==> config.mk <==
export PLATFORM = sky130hd
export DESIGN_NAME = packet_sink_local
export DESIGN_NICKNAME = d
export VERILOG_FILES = /design/src/rtl/ring_pkg.sv /design/src/rtl/ring_sync_fifo.sv /design/src/rtl/packet_sink_local.sv
export SDC_FILE = /design/constraint.sdc
export NUM_CORES = 1
export LEC_CHECK = 0
export BUFFER_PORTS_ARGS = -buffer_cell sky130_fd_sc_hd__buf_2
export CORE_UTILIZATION = 30
export CTS_CLUSTER_SIZE = 25
export DETAILED_ROUTE_END_ITERATION = 6
export PLACE_DENSITY = 0.56
export SYNTH_ARGS = -nofsm -noshare
export SYNTH_HDL_FRONTEND = slang
export SYNTH_SLANG_ARGS = --single-unit
==> constraint.sdc <==
create_clock -name clk -period 4.6 [get_ports clk]
set_input_delay 0.46 -clock clk [delete_from_list [all_inputs] [get_ports clk]]
set_output_delay 0.46 -clock clk [all_outputs]
set_load 0.01 [all_outputs]
==> src/rtl/ring_pkg.sv <==
`default_nettype none
// +----------------------------------------------------------------------+
// | Module : ring_pkg                                                    |
// | Brief  : Shared ring packet layout, packet type and sink FSM states. |
// | Rev    : 1.0  initial release                                        |
// +----------------------------------------------------------------------+
package ring_pkg;

    localparam int PKT_W     = 49;
    localparam int VALID_BIT = 48;
    localparam int TS_MSB    = 47;
    localparam int TS_LSB    = 32;
    localparam int SRC_MSB   = 31;
    localparam int SRC_LSB   = 16;
    localparam int DST_MSB   = 15;
    localparam int DST_LSB   = 0;

    typedef logic [PKT_W-1:0] packet_t;

    typedef enum logic [1:0] {
        IDLE  = 2'd0,
        READY = 2'd1,
        COOL  = 2'd2
    } sink_state_e;

endpackage : ring_pkg
`default_nettype wire

==> src/rtl/ring_sync_fifo.sv <==
`default_nettype none
// +----------------------------------------------------------------------+
// | Module : ring_sync_fifo                                              |
// | Brief  : Single-clock FIFO; push into a full FIFO is legal when a    |
// |          pop happens in the same cycle.                              |
// | Rev    : 1.0  initial release                                        |
// +----------------------------------------------------------------------+
module ring_sync_fifo #(
    parameter int WIDTH = 65,
    parameter int DEPTH = 4
) (
    input  logic                     clk,
    input  logic                     rst_n,
    input  logic                     push,
    input  logic [WIDTH-1:0]         din,
    input  logic                     pop,
    output logic [WIDTH-1:0]         dout,
    output logic                     full,
    output logic                     empty,
    output logic [$clog2(DEPTH):0]   count
);

    localparam int AW = $clog2(DEPTH);

    logic [WIDTH-1:0] r_mem [DEPTH];
    logic [AW-1:0]    r_wr_ptr;
    logic [AW-1:0]    r_rd_ptr;
    logic [AW:0]      r_count;
    logic             w_do_push;
    logic             w_do_pop;

    assign full      = (r_count == (AW+1)'(DEPTH));
    assign empty     = (r_count == '0);
    assign count     = r_count;
    assign dout      = r_mem[r_rd_ptr];
    assign w_do_pop  = pop && !empty;
    assign w_do_push = push && (!full || w_do_pop);

    always_ff @(posedge clk) begin
        if (rst_n) begin
            r_wr_ptr <= '0;
            r_rd_ptr <= '0;
            r_count  <= '0;
        end else begin
            if (w_do_push) r_wr_ptr <= r_wr_ptr + 1'b1;
            if (w_do_pop)  r_rd_ptr <= r_rd_ptr + 1'b1;
            r_count <= r_count + (AW+1)'(w_do_push) - (AW+1)'(w_do_pop);
        end
    end

    // Storage carries no reset; pointers alone define occupancy.
    always_ff @(posedge clk) begin
        if (w_do_push) r_mem[r_wr_ptr] <= din;
    end

endmodule : ring_sync_fifo
`default_nettype wire

==> src/rtl/packet_sink_local.sv <==
`default_nettype none
// +----------------------------------------------------------------------+
// | Module : packet_sink_local                                           |
// | Brief  : Ring-node ejection endpoint: destination check, buffering,  |
// |          paced draining, backpressure and latency statistics.        |
// | Rev    : 1.0  initial release                                        |
// +----------------------------------------------------------------------+
module packet_sink_local
    import ring_pkg::*;
#(
    parameter int NUM_NODES        = 8,
    parameter int ROUTER_ID        = 0,
    parameter int PACKET_SIZE      = 49,
    parameter int BUFFER_SIZE      = 4,
    parameter int EJECT_CYCLE      = 1,
    parameter int BUFFER_THRESHOLD = 1
) (
    input  logic                   clk,
    input  logic                   rst_n,
    input  logic [15:0]            clk_counter,
    input  logic [PACKET_SIZE-1:0] eject_in,
    input  logic                   sink_en,
    output logic                   backpressure_wr,
    output logic [PACKET_SIZE-1:0] eject_out,
    output logic                   eject_out_valid,
    output logic [63:0]            total_packet_recieve,
    output logic [63:0]            total_latency,
    output logic [15:0]            max_latency,
    output logic [31:0]            misroute_cnt,
    output logic [31:0]            overflow_cnt
);

    localparam int          CW          = $clog2(BUFFER_SIZE) + 1;
    localparam int          PW          = (EJECT_CYCLE > 1) ? $clog2(EJECT_CYCLE) : 1;
    localparam logic [15:0] C_ROUTER_ID = 16'(ROUTER_ID % NUM_NODES);

    sink_state_e             r_state;
    sink_state_e             w_next_state;
    logic [PW-1:0]           r_pace;
    logic [PW-1:0]           w_next_pace;
    logic [CW-1:0]           w_count;
    logic [CW-1:0]           w_next_count;
    logic                    w_full;
    logic                    w_empty;
    logic [PACKET_SIZE+15:0] w_head;
    logic [15:0]             w_lat;
    logic [15:0]             w_head_lat;
    logic                    w_valid;
    logic                    w_misroute;
    logic                    w_push;
    logic                    w_overflow;
    logic                    w_pop;

    assign w_valid    = eject_in[VALID_BIT];
    // Modular subtraction yields the right latency across a counter wrap.
    assign w_lat      = clk_counter - eject_in[TS_MSB:TS_LSB];
    assign w_misroute = w_valid && (eject_in[DST_MSB:DST_LSB] != C_ROUTER_ID);
    assign w_pop      = (r_state == READY) && sink_en && !w_empty;
    assign w_push     = w_valid && !w_misroute && (!w_full || w_pop);
    assign w_overflow = w_valid && !w_misroute && !w_push;
    assign w_head_lat = w_head[15:0];

    assign w_next_count = w_count + CW'(w_push) - CW'(w_pop);

    always_comb begin
        w_next_pace = r_pace;
        if (w_pop)             w_next_pace = PW'(EJECT_CYCLE - 1);
        else if (r_pace != '0) w_next_pace = r_pace - 1'b1;
    end

    always_comb begin
        w_next_state = IDLE;
        if (w_next_pace != '0)       w_next_state = COOL;
        else if (w_next_count != '0) w_next_state = READY;
    end

    ring_sync_fifo #(
        .WIDTH (PACKET_SIZE + 16),
        .DEPTH (BUFFER_SIZE)
    ) u_fifo (
        .clk   (clk),
        .rst_n (rst_n),
        .push  (w_push),
        .din   ({eject_in, w_lat}),
        .pop   (w_pop),
        .dout  (w_head),
        .full  (w_full),
        .empty (w_empty),
        .count (w_count)
    );

    always_ff @(posedge clk) begin
        if (rst_n) begin
            r_state              <= IDLE;
            r_pace               <= '0;
            backpressure_wr      <= 1'b0;
            eject_out            <= '0;
            eject_out_valid      <= 1'b0;
            total_packet_recieve <= '0;
            total_latency        <= '0;
            max_latency          <= '0;
            misroute_cnt         <= '0;
            overflow_cnt         <= '0;
        end else begin
            r_state         <= w_next_state;
            r_pace          <= w_next_pace;
            backpressure_wr <= ((BUFFER_SIZE - int'(w_next_count)) < BUFFER_THRESHOLD);
            eject_out_valid <= w_pop;
            if (w_pop) begin
                eject_out            <= w_head[PACKET_SIZE+15:16];
                total_packet_recieve <= total_packet_recieve + 64'd1;
                total_latency        <= total_latency + {48'd0, w_head_lat};
                if (w_head_lat > max_latency) max_latency <= w_head_lat;
            end
            if (w_misroute && (misroute_cnt != '1)) misroute_cnt <= misroute_cnt + 32'd1;
            if (w_overflow && (overflow_cnt != '1)) overflow_cnt <= overflow_cnt + 32'd1;
        end
    end

endmodule : packet_sink_local
`default_nettype wire

==> results of run 1 <==
state kept, by name (all words and copies together), names as in the netlist, 2 cells and up, named ones only:
| signal | cells |
|---|---|
| max_latency | 16 |
| total_latency | 64 |
| total_packet_recieve | 64 |
| u_fifo.r_mem | 260 |
| u_fifo.r_wr_ptr | 2 |
| misroute_cnt | 32 |
| u_fifo.count | 3 |
| u_fifo.r_rd_ptr | 2 |
| overflow_cnt | 32 |
| eject_out | 49 |
power by group through the flow:
stage	registers, W	logic (W)	clock network, W
6_report	0.00497	0.000295	0.00467
2_1_floorplan	0.00507	0.000160	0
4_1_cts	0.00496	0.000298	0.00482
3_5_place_dp	0.00507	0.000283	0
3_3_place_gp	0.00507	0.000267	0
5_1_grt	0.00496	0.000329	0.00501
cell usage after synthesis (all sizes together), types with 7 or more instances:
library cell | instances | area (µm²)
a21oi | 134 | 678
and2 | 11 | 68.8
and3 | 26 | 163
and4 | 24 | 215
buf | 30 | 169
clkbuf | 61 | 229
dfxtp | 269 | 5390
edfxtp | 260 | 7810
ha | 59 | 738
inv | 78 | 293
mux2 | 40 | 450
mux2i | 19 | 190
mux4 | 65 | 1460
nand2 | 188 | 706
nand2b | 41 | 264
nand3 | 73 | 370
nand4 | 73 | 499
nor2 | 212 | 796
nor2b | 51 | 319
nor3 | 55 | 308
nor4 | 39 | 272
o211ai | 10 | 88.8
o21a | 7 | 52.6
o21ai | 37 | 189
o31ai | 11 | 96.3
or3 | 32 | 210
xnor2 | 84 | 736
xor2 | 39 | 342
worst max-delay path, stage by stage (launching register included):
cell and delay (ps):
dfxtp_4 630, mux4_2 590, ha_1 250, inv_1 80, fa_1 180, nand2b_1 150, a21oi_1 130, a41o_1 330
o211ai_4 730, a2111oi_2 180, mux2_1 350
how the worst max path moves through the flow:
stage / endpoint / cells after the start / slack (ps) / startpoint
after global routing: total_latency[60]$_SDFFE_PP0P_ / 10 / 530 / register
after CTS: total_latency[60]$_SDFFE_PP0P_ / 10 / 760 / register
after floorplan: u_fifo.r_mem[0][0]$_DFFE_PP_ / 5 / 1150 / eject_in[2]
after global placement: backpressure_wr$_SDFF_PP0_ / 15 / 690 / eject_in[9]
after detailed placement: backpressure_wr$_SDFF_PP0_ / 15 / 680 / eject_in[9]
final: total_latency[60]$_SDFFE_PP0P_ / 10 / 790 / register
metrics by stage:
| step | instance area, µm² | util | total power [W] |
|---|---|---|---|
| 2_1_floorplan | 23900 | - | 0.00523 |
| 3_3_place_gp | 26700 | 0.338 | 0.00533 |
| 3_5_place_dp | 26700 | 0.338 | 0.00535 |
| 4_1_cts | 28800 | 0.365 | 0.0101 |
| 5_1_grt | 28800 | 0.365 | 0.0103 |
| 6_report | 28800 | 0.365 | 0.00993 |
metal layers:
layer,share of wire,up-vias
li1,-,8367
met1,0.43,8621
met2,0.48,486
met3,0.073,81
met4,0.017,12
met5,0.0010,-
final cells by class:
| class | instances | area (µm²) | share of cell area |
|---|---|---|---|
| Multi-Input combinational cell | 1410 | 10000 | 0.348 |
| Tap cell | 1050 | 1310 | 0.0456 |
| Antenna cell | 4 | 10.0 | 0.000347 |
| Timing Repair Buffer | 366 | 2050 | 0.0713 |
| Clock buffer | 80 | 1620 | 0.0560 |
| Clock inverter | 28 | 307 | 0.0106 |
| Inverter | 78 | 294 | 0.0102 |
| Sequential cell | 529 | 13200 | 0.458 |
logic make-up after synthesis:
| group | count (synthesis) |
|---|---|
| xor+xnor | 123 |
| simple gates | 854 |
| fa+ha+maj | 63 |
| compound gates | 246 |
| buf+inv | 169 |
| mux | 124 |
| flops | 529 |
==> flow_summary.yaml, run 1 <==
run_status:
  status: "finished, final reports clean"
sta:
  setup_tns_ps: 0
  rsz0062_at_grt: "false"
  setup_viol: 0
  finalHoldViolations: 0
  relSlewSlack: 0.355
  clock_skew_ps: 53.5
  setup_slack_ps: 791
  post-route-min-period_ps: 3810
  slew_violations: 0
  hold_ws_ps: 43.5
  fmaxAchievable_mhz: 263
  tightestPinTransition_ps: 959
  timing.final.crit_share: 0.828
worst_setup_path:
  path_max_fanout: 24
  r2r_setup_slack_ps: 790
  crit_type: "register to register"
  timing.rr.end: "total_latency[60]$_SDFFE_PP0P_"
  reg2reg_depth: 10
  required_ps: 5090
  start_kind: "register"
  arrival_ps: 4300
  endpoint_kind: "register"
yosys:
  syn_area_um2: 23900
  synth_top_family_by_area: "simple AND/OR/NAND/NOR gates"
  synthMuxAreaShare: 0.0881
  avgSynthCellArea_um2: 11.3
  synthesis.nets: 2239
  synth-compound-area-share: 0.0662
  syn_inst: 2108
  synth_simple_gate_area_frac: 0.185
  synth-seq-area-share: 0.552
  synthDistinctLibCells: 84
  synth_edf_count: 260
  ys.flop_type: "dfxtp_1"
  synth_xor_area_frac: 0.0451
  synth_warnings: 0
  synth_adder_area_share: 0.0343
  async_flop_share: 0
  ys_seq_elements: 529
power_and_ir_drop:
  vdd_drop_max_mv: 0.343
  switching_power_w: 0.00218
  p_clk_frac: 0.470
  seq_power_share: 0.500
  pwr-share-comb: 0.030
  cellLeakagePower_nw: 10.4
  switching_share: 0.219
  power.density_nw_per_um2: 345
  p_int_w: 0.00776
clocking:
  clkTransAtPathRegs_ps: 60
  clk_latency_ps: 660
  cts_tree: "done"
  cts_sinks: 529
  cts_resized: 0
  clock-root-buffer: "clkbuf_16"
  clk_path_buf_depth: 3
  cts_buffers: 59
  hold_buffers: 20
  postCtsSetupBuffers: 0
  htree_levels: 2
detailed_routing:
  drc: 0
  via_per_inst: 4.96
  routedWlPerCell_um: 18.9
  finalWirelength_mm: 67.0
  num_vias: 17600
  drtIter0Drc: 1010
  drt_first_pass_iters: 7
  antenna_left: 0
worst_hold_path:
  whs_path_depth: 1
  hp-class: "input port to register"
  worstHoldStart: "eject_in[43]"
  min_delay_worst_endpoint: "u_fifo.r_mem[3][59]$_DFFE_PP_"
finish:
  area_growth_pct: 20.7
  final_cell_mix: "buf_2, dfxtp_1, edfxtp_1"
  fin_cells: 3545
  drive_above_1_share: 0.233
  final_nets: 2575
  final_common_cell: "buf_2"
  fillers: 7838
run:
  cap_violations: 0
place:
  io_buffers: 326
  pre_cts_slack_ps: 682
  gp_congestion: 0.869
  place_inst: 3413
  dpl.hpwl_mm: 46.2
grt:
  grtUsageMet3: 0.0425
  grt_overflow: 0
  use_met2: 0.277
  grt_max_degree: 144
  busiest_layer: "met2"
  grt_antenna_before_repair: 8
  grt_util_met1: 0.205
  grt_use_total: 0.163
  grt_pass1_vias: 17800
  grt_pass1_wl_mm: 104
die:
  dieWidth_um: 284
  io_pins: 327
  fp.dieH_um: 284
  core_um2: 78900
  die_area_um2: 80700
  start_util: 0.303
  rows: 103
Note: power is estimated with default switching activity, not from simulation.
==> inputs of run 2 (changes only) <==
==> constraint.sdc (replaced) <==
create_clock -name clk -period 3.77 [get_ports clk]
set_input_delay 0.377 -clock clk [delete_from_list [all_inputs] [get_ports clk]]
set_output_delay 0.377 -clock clk [all_outputs]
set_load 0.01 [all_outputs]
==> run 2 against run 1 <==
Compared with the run above: routed wire length decreased by 0.17%; worst setup slack got worse by 580 ps; largest power group unchanged; largest cell class unchanged; final cell count is 1.4% higher; non-clock buffer count increased by 44; clock skew fell by 11 ps; cell area increased by 2.0%; highest routed layer unchanged; via count grew 1.4%; critical endpoint is now total_latency[26]$_SDFFE_PP0P_; critical path depth grew 1; sequential share of layout area is 0.89 points lower.
==> flow_summary.yaml, run 2 (same netlist as run 1, synthesis figures left out) <==
worst_setup_path:
  required_ps: 4270
  endpoint_kind: "register"
  path_cells: "mux4_2 -> ha_1 -> inv_1 -> fa_1 -> nand2b_1 -> a21oi_1 -> a41o_1 -> o211ai_4 -> buf_4 -> a21oi_1 -> mux2_2"
  slowest_delay_ps: 580
  path_max_fanout: 17
  arrival_ps: 4070
  crit_top_cell: "a21oi_1"
  start_kind: "register"
  crit_type: "register to register"
  critical_path.slowest_cell: "o211ai_4"
finish:
  regArea_um2: 13200
  fin_cells: 3595
  multiInputGateArea_um2: 10000
  area_growth_pct: 23.1
  final_nets: 2620
  top_register: "u_fifo.r_mem"
  final_common_cell: "buf_2"
  drive_above_1_share: 0.237
  top_regs: "u_fifo.r_mem x260, total_latency x64, total_packet_recieve x64"
  largest_register_ffs: 260
  final_cell_mix: "buf_2, dfxtp_1, edfxtp_1"
  fillers: 7797
power_and_ir_drop:
  switching_power_w: 0.00269
  p_int_w: 0.00963
  switching_share: 0.219
  pwr-share-comb: 0.031
  cellLeakagePower_nw: 10.6
  power.density_nw_per_um2: 419
  p_clk_frac: 0.477
  vdd_drop_max_mv: 0.360
  seq_power_share: 0.492
detailed_routing:
  finalWirelength_mm: 66.9
  drtIter0Drc: 1119
  num_vias: 17800
  routedWlPerCell_um: 18.6
  drt_first_pass_iters: 5
  via_per_inst: 4.95
  drc: 0
  antenna_left: 0
clocking:
  cts_buffers: 60
  clk_path_buf_depth: 3
  cts_sinks: 529
  clock-root-buffer: "clkbuf_16"
  cts_tree: "done"
  htree_levels: 2
  postCtsSetupBuffers: 0
  clk_latency_ps: 650
  clkTransAtPathRegs_ps: 60
place:
  place_inst: 3429
  gp_congestion: 0.857
  dpl.hpwl_mm: 46.5
  io_buffers: 326
worst_hold_path:
  hp-class: "input port to register"
sta:
  relSlewSlack: 0.340
  tightestPinTransition_ps: 990
  fmaxAchievable_mhz: 281
  slew_violations: 0
  finalHoldViolations: 0
  setup_tns_ps: 0
  setup_viol: 0
  clock_skew_ps: 42.2
  post-route-min-period_ps: 3560
  rsz0062_at_grt: "false"
  timing.final.crit_share: 0.945
run_status:
  status: "finished, final reports clean"
grt:
  grt_pass1_vias: 17900
  grt_pass1_wl_mm: 104
  grt_antenna_before_repair: 6
  grt_overflow: 0
  grt_max_degree: 125
  grt_use_total: 0.162
die:
  core_um2: 78900
  io_pins: 327
  dieWidth_um: 284
  rows: 103
  start_util: 0.303
  fp.dieH_um: 284
  die_area_um2: 80700
run:
  cap_violations: 0
==> run 2: cell type report <==
class / count / share of cell area
diodes: 4 / 0.000341
clock inverters: 32 / 0.0121
repair buffers: 410 / 0.0861
multi-input cells: 1410 / 0.341
flip-flops and latches: 529 / 0.449
well taps: 1050 / 0.0447
clock buffers: 82 / 0.0563
inverters: 78 / 0.0100
==> run 2: power groups by stage <==
| stage | logic [W] | registers [W] | clock network [W] |
|---|---|---|---|
| CTS | 0.000389 | 0.00606 | 0.00606 |
| global placement | 0.000327 | 0.00618 | 0 |
| global route | 0.000428 | 0.00606 | 0.00628 |
| detailed placement | 0.000345 | 0.00618 | 0 |
| finish | 0.000387 | 0.00606 | 0.00588 |
| floorplan | 0.000195 | 0.00619 | 0 |
==> run 2: final timing paths <==
| check | start | to | slack (ps) | cells after the start |
|---|---|---|---|---|
| worst max-delay path | register | total_latency[26]$_SDFFE_PP0P_ | 210 | 11 |
| worst min-delay path | eject_in[48] | u_fifo.r_mem[2][64]$_DFFE_PP_ | 170 | 2 |
| worst max register to register | register | total_latency[26]$_SDFFE_PP0P_ | 210 | 11 |
| worst min register to register | eject_out[13]$_SDFFE_PP0P_ | eject_out[13]$_SDFFE_PP0P_ | 450 | 2 |
==> run 2: worst max-delay path, delay by kind of cell (launching register included) <==
kind	cells	cell delay, ps
buffers and inverters	2	370
DFF	1	500
muxes	2	860
AOI/OAI and AO/OA	4	1100
adders and majority gates	2	430
and+or+nand+nor	1	160
==> run 2: metrics by stage <==
step | hold slack [ps] | power, W | worst slack [ps] | util | area [µm²]
3_5_place_dp | 446 | 0.00653 | 158 | 0.341 | 26900
5_1_grt | 155 | 0.0128 | 9.64 | 0.373 | 29400
3_3_place_gp | 442 | 0.00651 | 147 | 0.341 | 26900
6_report | 174 | 0.0123 | 206 | 0.373 | 29400
2_1_floorplan | 476 | 0.00638 | 399 | - | 23900
4_1_cts | 130 | 0.0125 | 154 | 0.372 | 29400
==> run 2: metal layers <==
metal | global-route usage | up-vias | share of wire
met1 | 0.204 | 8718 | 0.43
li1 | - | 8463 | -
met3 | 0.0424 | 106 | 0.072
met2 | 0.274 | 514 | 0.47
met4 | 0.0458 | 6 | 0.024
met5 | 0 | - | 0.00055
==> run 2: repair_timing <==
item | 4_1_cts | 5_1_grt
setup endpoints to repair | 0 | 5
gates resized for setup | 0 | 1
hold buffers | 48 | 0
endpoints found under the hold margin | 192 | 0
==> inputs of run 3 (changes only) <==
--- a/config.mk
+++ b/config.mk
@@ -6,10 +6,14 @@
 export NUM_CORES = 1
 export LEC_CHECK = 0
 export BUFFER_PORTS_ARGS = -buffer_cell sky130_fd_sc_hd__buf_2
+export CELL_PAD_IN_SITES_DETAIL_PLACEMENT = 0
+export CELL_PAD_IN_SITES_GLOBAL_PLACEMENT = 1
 export CORE_UTILIZATION = 30
+export CTS_CLUSTER_DIAMETER = 30
 export CTS_CLUSTER_SIZE = 25
 export DETAILED_ROUTE_END_ITERATION = 6
-export PLACE_DENSITY = 0.56
+export PLACE_DENSITY = 0.65
+export SLEW_MARGIN = 20
 export SYNTH_ARGS = -nofsm -noshare
 export SYNTH_HDL_FRONTEND = slang
 export SYNTH_SLANG_ARGS = --single-unit
==> run 3 against run 2 <==
Compared with the run above: final cell count rose by 3.6%; sequential share of layout area decreased by 3.5 points; die area did not move; flip-flop and latch count unchanged; hold slack worse by 29 ps; clock power up 89%; clock skew decreased by 6.4 ps; non-clock buffer count grew 7; total power increased by 43%; combinational power barely moved; largest cell class unchanged; highest routed layer unchanged.
==> flow_summary.yaml, run 3 (same netlist as run 1, synthesis figures left out) <==
worst_setup_path:
  endpoint_kind: "register"
  crit_type: "register to register"
  critical_path.slowest_cell: "o211ai_4"
  required_ps: 4320
  slowest_delay_ps: 600
  start_kind: "register"
  arrival_ps: 4100
  crit_top_cell: "buf_4"
  path_max_fanout: 17
  path_cells: "buf_4 -> mux4_2 -> ha_1 -> and3b_1 -> a41o_1 -> o211ai_4 -> buf_4 -> a21oi_1 -> mux2_1"
sta:
  setup_tns_ps: 0
  setup_viol: 0
  rsz0062_at_grt: "false"
  post-route-min-period_ps: 3550
  fmaxAchievable_mhz: 282
  slew_violations: 0
  setup_slack_ps: 222
  tightestPinTransition_ps: 826
  timing.final.crit_share: 0.941
  relSlewSlack: 0.446
  clock_skew_ps: 35.8
  finalHoldViolations: 0
detailed_routing:
  drt_first_pass_iters: 5
  finalWirelength_mm: 68.1
  num_vias: 18300
  drc: 0
  antenna_left: 0
  drtIter0Drc: 1013
  via_per_inst: 4.91
  routedWlPerCell_um: 18.3
run_status:
  status: "finished, final reports clean"
worst_hold_path:
  hp-class: "input port to register"
grt:
  grt_pass1_vias: 18700
  grt_use_total: 0.167
  grt_max_degree: 117
  grt_overflow: 0
  grt_antenna_before_repair: 5
  grt_pass1_wl_mm: 106
finish:
  top_regs: "u_fifo.r_mem x260, total_latency x64, total_packet_recieve x64"
  fillers: 7609
  final_cell_mix: "buf_2, dfxtp_1, edfxtp_1"
  area_growth_pct: 33.4
  final_common_cell: "buf_2"
  fin_cells: 3726
  top_register: "u_fifo.r_mem"
  largest_register_ffs: 260
  final_nets: 2699
  drive_above_1_share: 0.275
place:
  io_buffers: 326
  gp_congestion: 0.821
  place_inst: 3436
  dpl.hpwl_mm: 46.9
  pre_cts_slack_ps: 170
clocking:
  cts_tree: "done"
  hold_buffers: 48
  clkTransAtPathRegs_ps: 50
  cts_buffers: 132
  clk_path_buf_depth: 3
  cts_sinks: 529
  cts_resized: 0
  htree_levels: 4
  clk_latency_ps: 690
  clock-root-buffer: "clkbuf_16"
  postCtsSetupBuffers: 0
power_and_ir_drop:
  cellLeakagePower_nw: 11.9
  power.density_nw_per_um2: 552
  p_total_w: 0.0176
  vdd_drop_max_mv: 0.431
die:
  core_um2: 78900
  dieWidth_um: 284
  rows: 103
  die_area_um2: 80700
  fp.dieH_um: 284
  start_util: 0.303
  io_pins: 327
run:
  cap_violations: 0
==> run 3: cell types whose count changed in the layout (fill, tap and decap cells not counted), moves of 10 or more <==
cell / previous run / this run
clkinvlp_4: 1 / 11
clkbuf_8: 7 / 17
clkbuf_16: 60 / 132
clkinv_2: 13 / 24
buf_4: 25 / 35
==> run 3: worst paths after layout <==
kind,startpoint,to,slack [ps],cells after the start
setup / recovery,register,total_latency[22]$_SDFFE_PP0P_,220,9
hold / removal,eject_in[48],u_fifo.r_mem[2][64]$_DFFE_PP_,150,2
setup reg to reg,register,total_latency[22]$_SDFFE_PP0P_,220,9
hold reg to reg,eject_out[13]$_SDFFE_PP0P_,eject_out[13]$_SDFFE_PP0P_,450,2
==> run 3: worst max-delay path: cells and delay by family, from the launching register on <==
kind	cells	cell delay, ps
AO/OA/AOI/OAI	3	960
multiplexers	2	900
buffers and inverters	2	520
flip-flops	1	480
adder cells (fa/ha/maj)	1	350
AND/OR/NAND/NOR	1	200
==> run 3: per-stage QoR <==
stage	area, µm²	util	hold WS (ps)
after CTS	31900	0.404	73.6
after global placement	26900	0.341	440
after detailed placement	26900	0.341	444
final	31900	0.404	145
after floorplan	23900	-	476
after global routing	31900	0.404	109
==> run 3: cell type report <==
class | count | area [µm²] | share of cell area
diodes | 4 | 10.0 | 0.000314
repair buffers | 417 | 2540 | 0.0799
clock buffers | 166 | 3600 | 0.113
multi-input cells | 1410 | 10000 | 0.315
flip-flops and latches | 529 | 13200 | 0.414
well taps | 1050 | 1310 | 0.0412
inverters | 78 | 294 | 0.00923
clock inverters | 72 | 877 | 0.0275
==> run 3: power breakdown <==
part | internal (W) | total [W] | switching (W) | leakage [nW]
combinational | 0.000144 | 0.000388 | 0.000244 | 5.18
clock | 0.00754 | 0.0111 | 0.00358 | 2.17
sequential | 0.00608 | 0.00608 | 0.00000262 | 4.50
==> run 3: layer usage <==
| metal | global-route usage | vias up | part of all wire |
|---|---|---|---|
| met5 | 0 | - | 0.00019 |
| met4 | 0.0656 | 2 | 0.025 |
| met1 | 0.201 | 9008 | 0.43 |
| met2 | 0.279 | 493 | 0.48 |
| met3 | 0.0514 | 120 | 0.068 |
| li1 | - | 8678 | - |
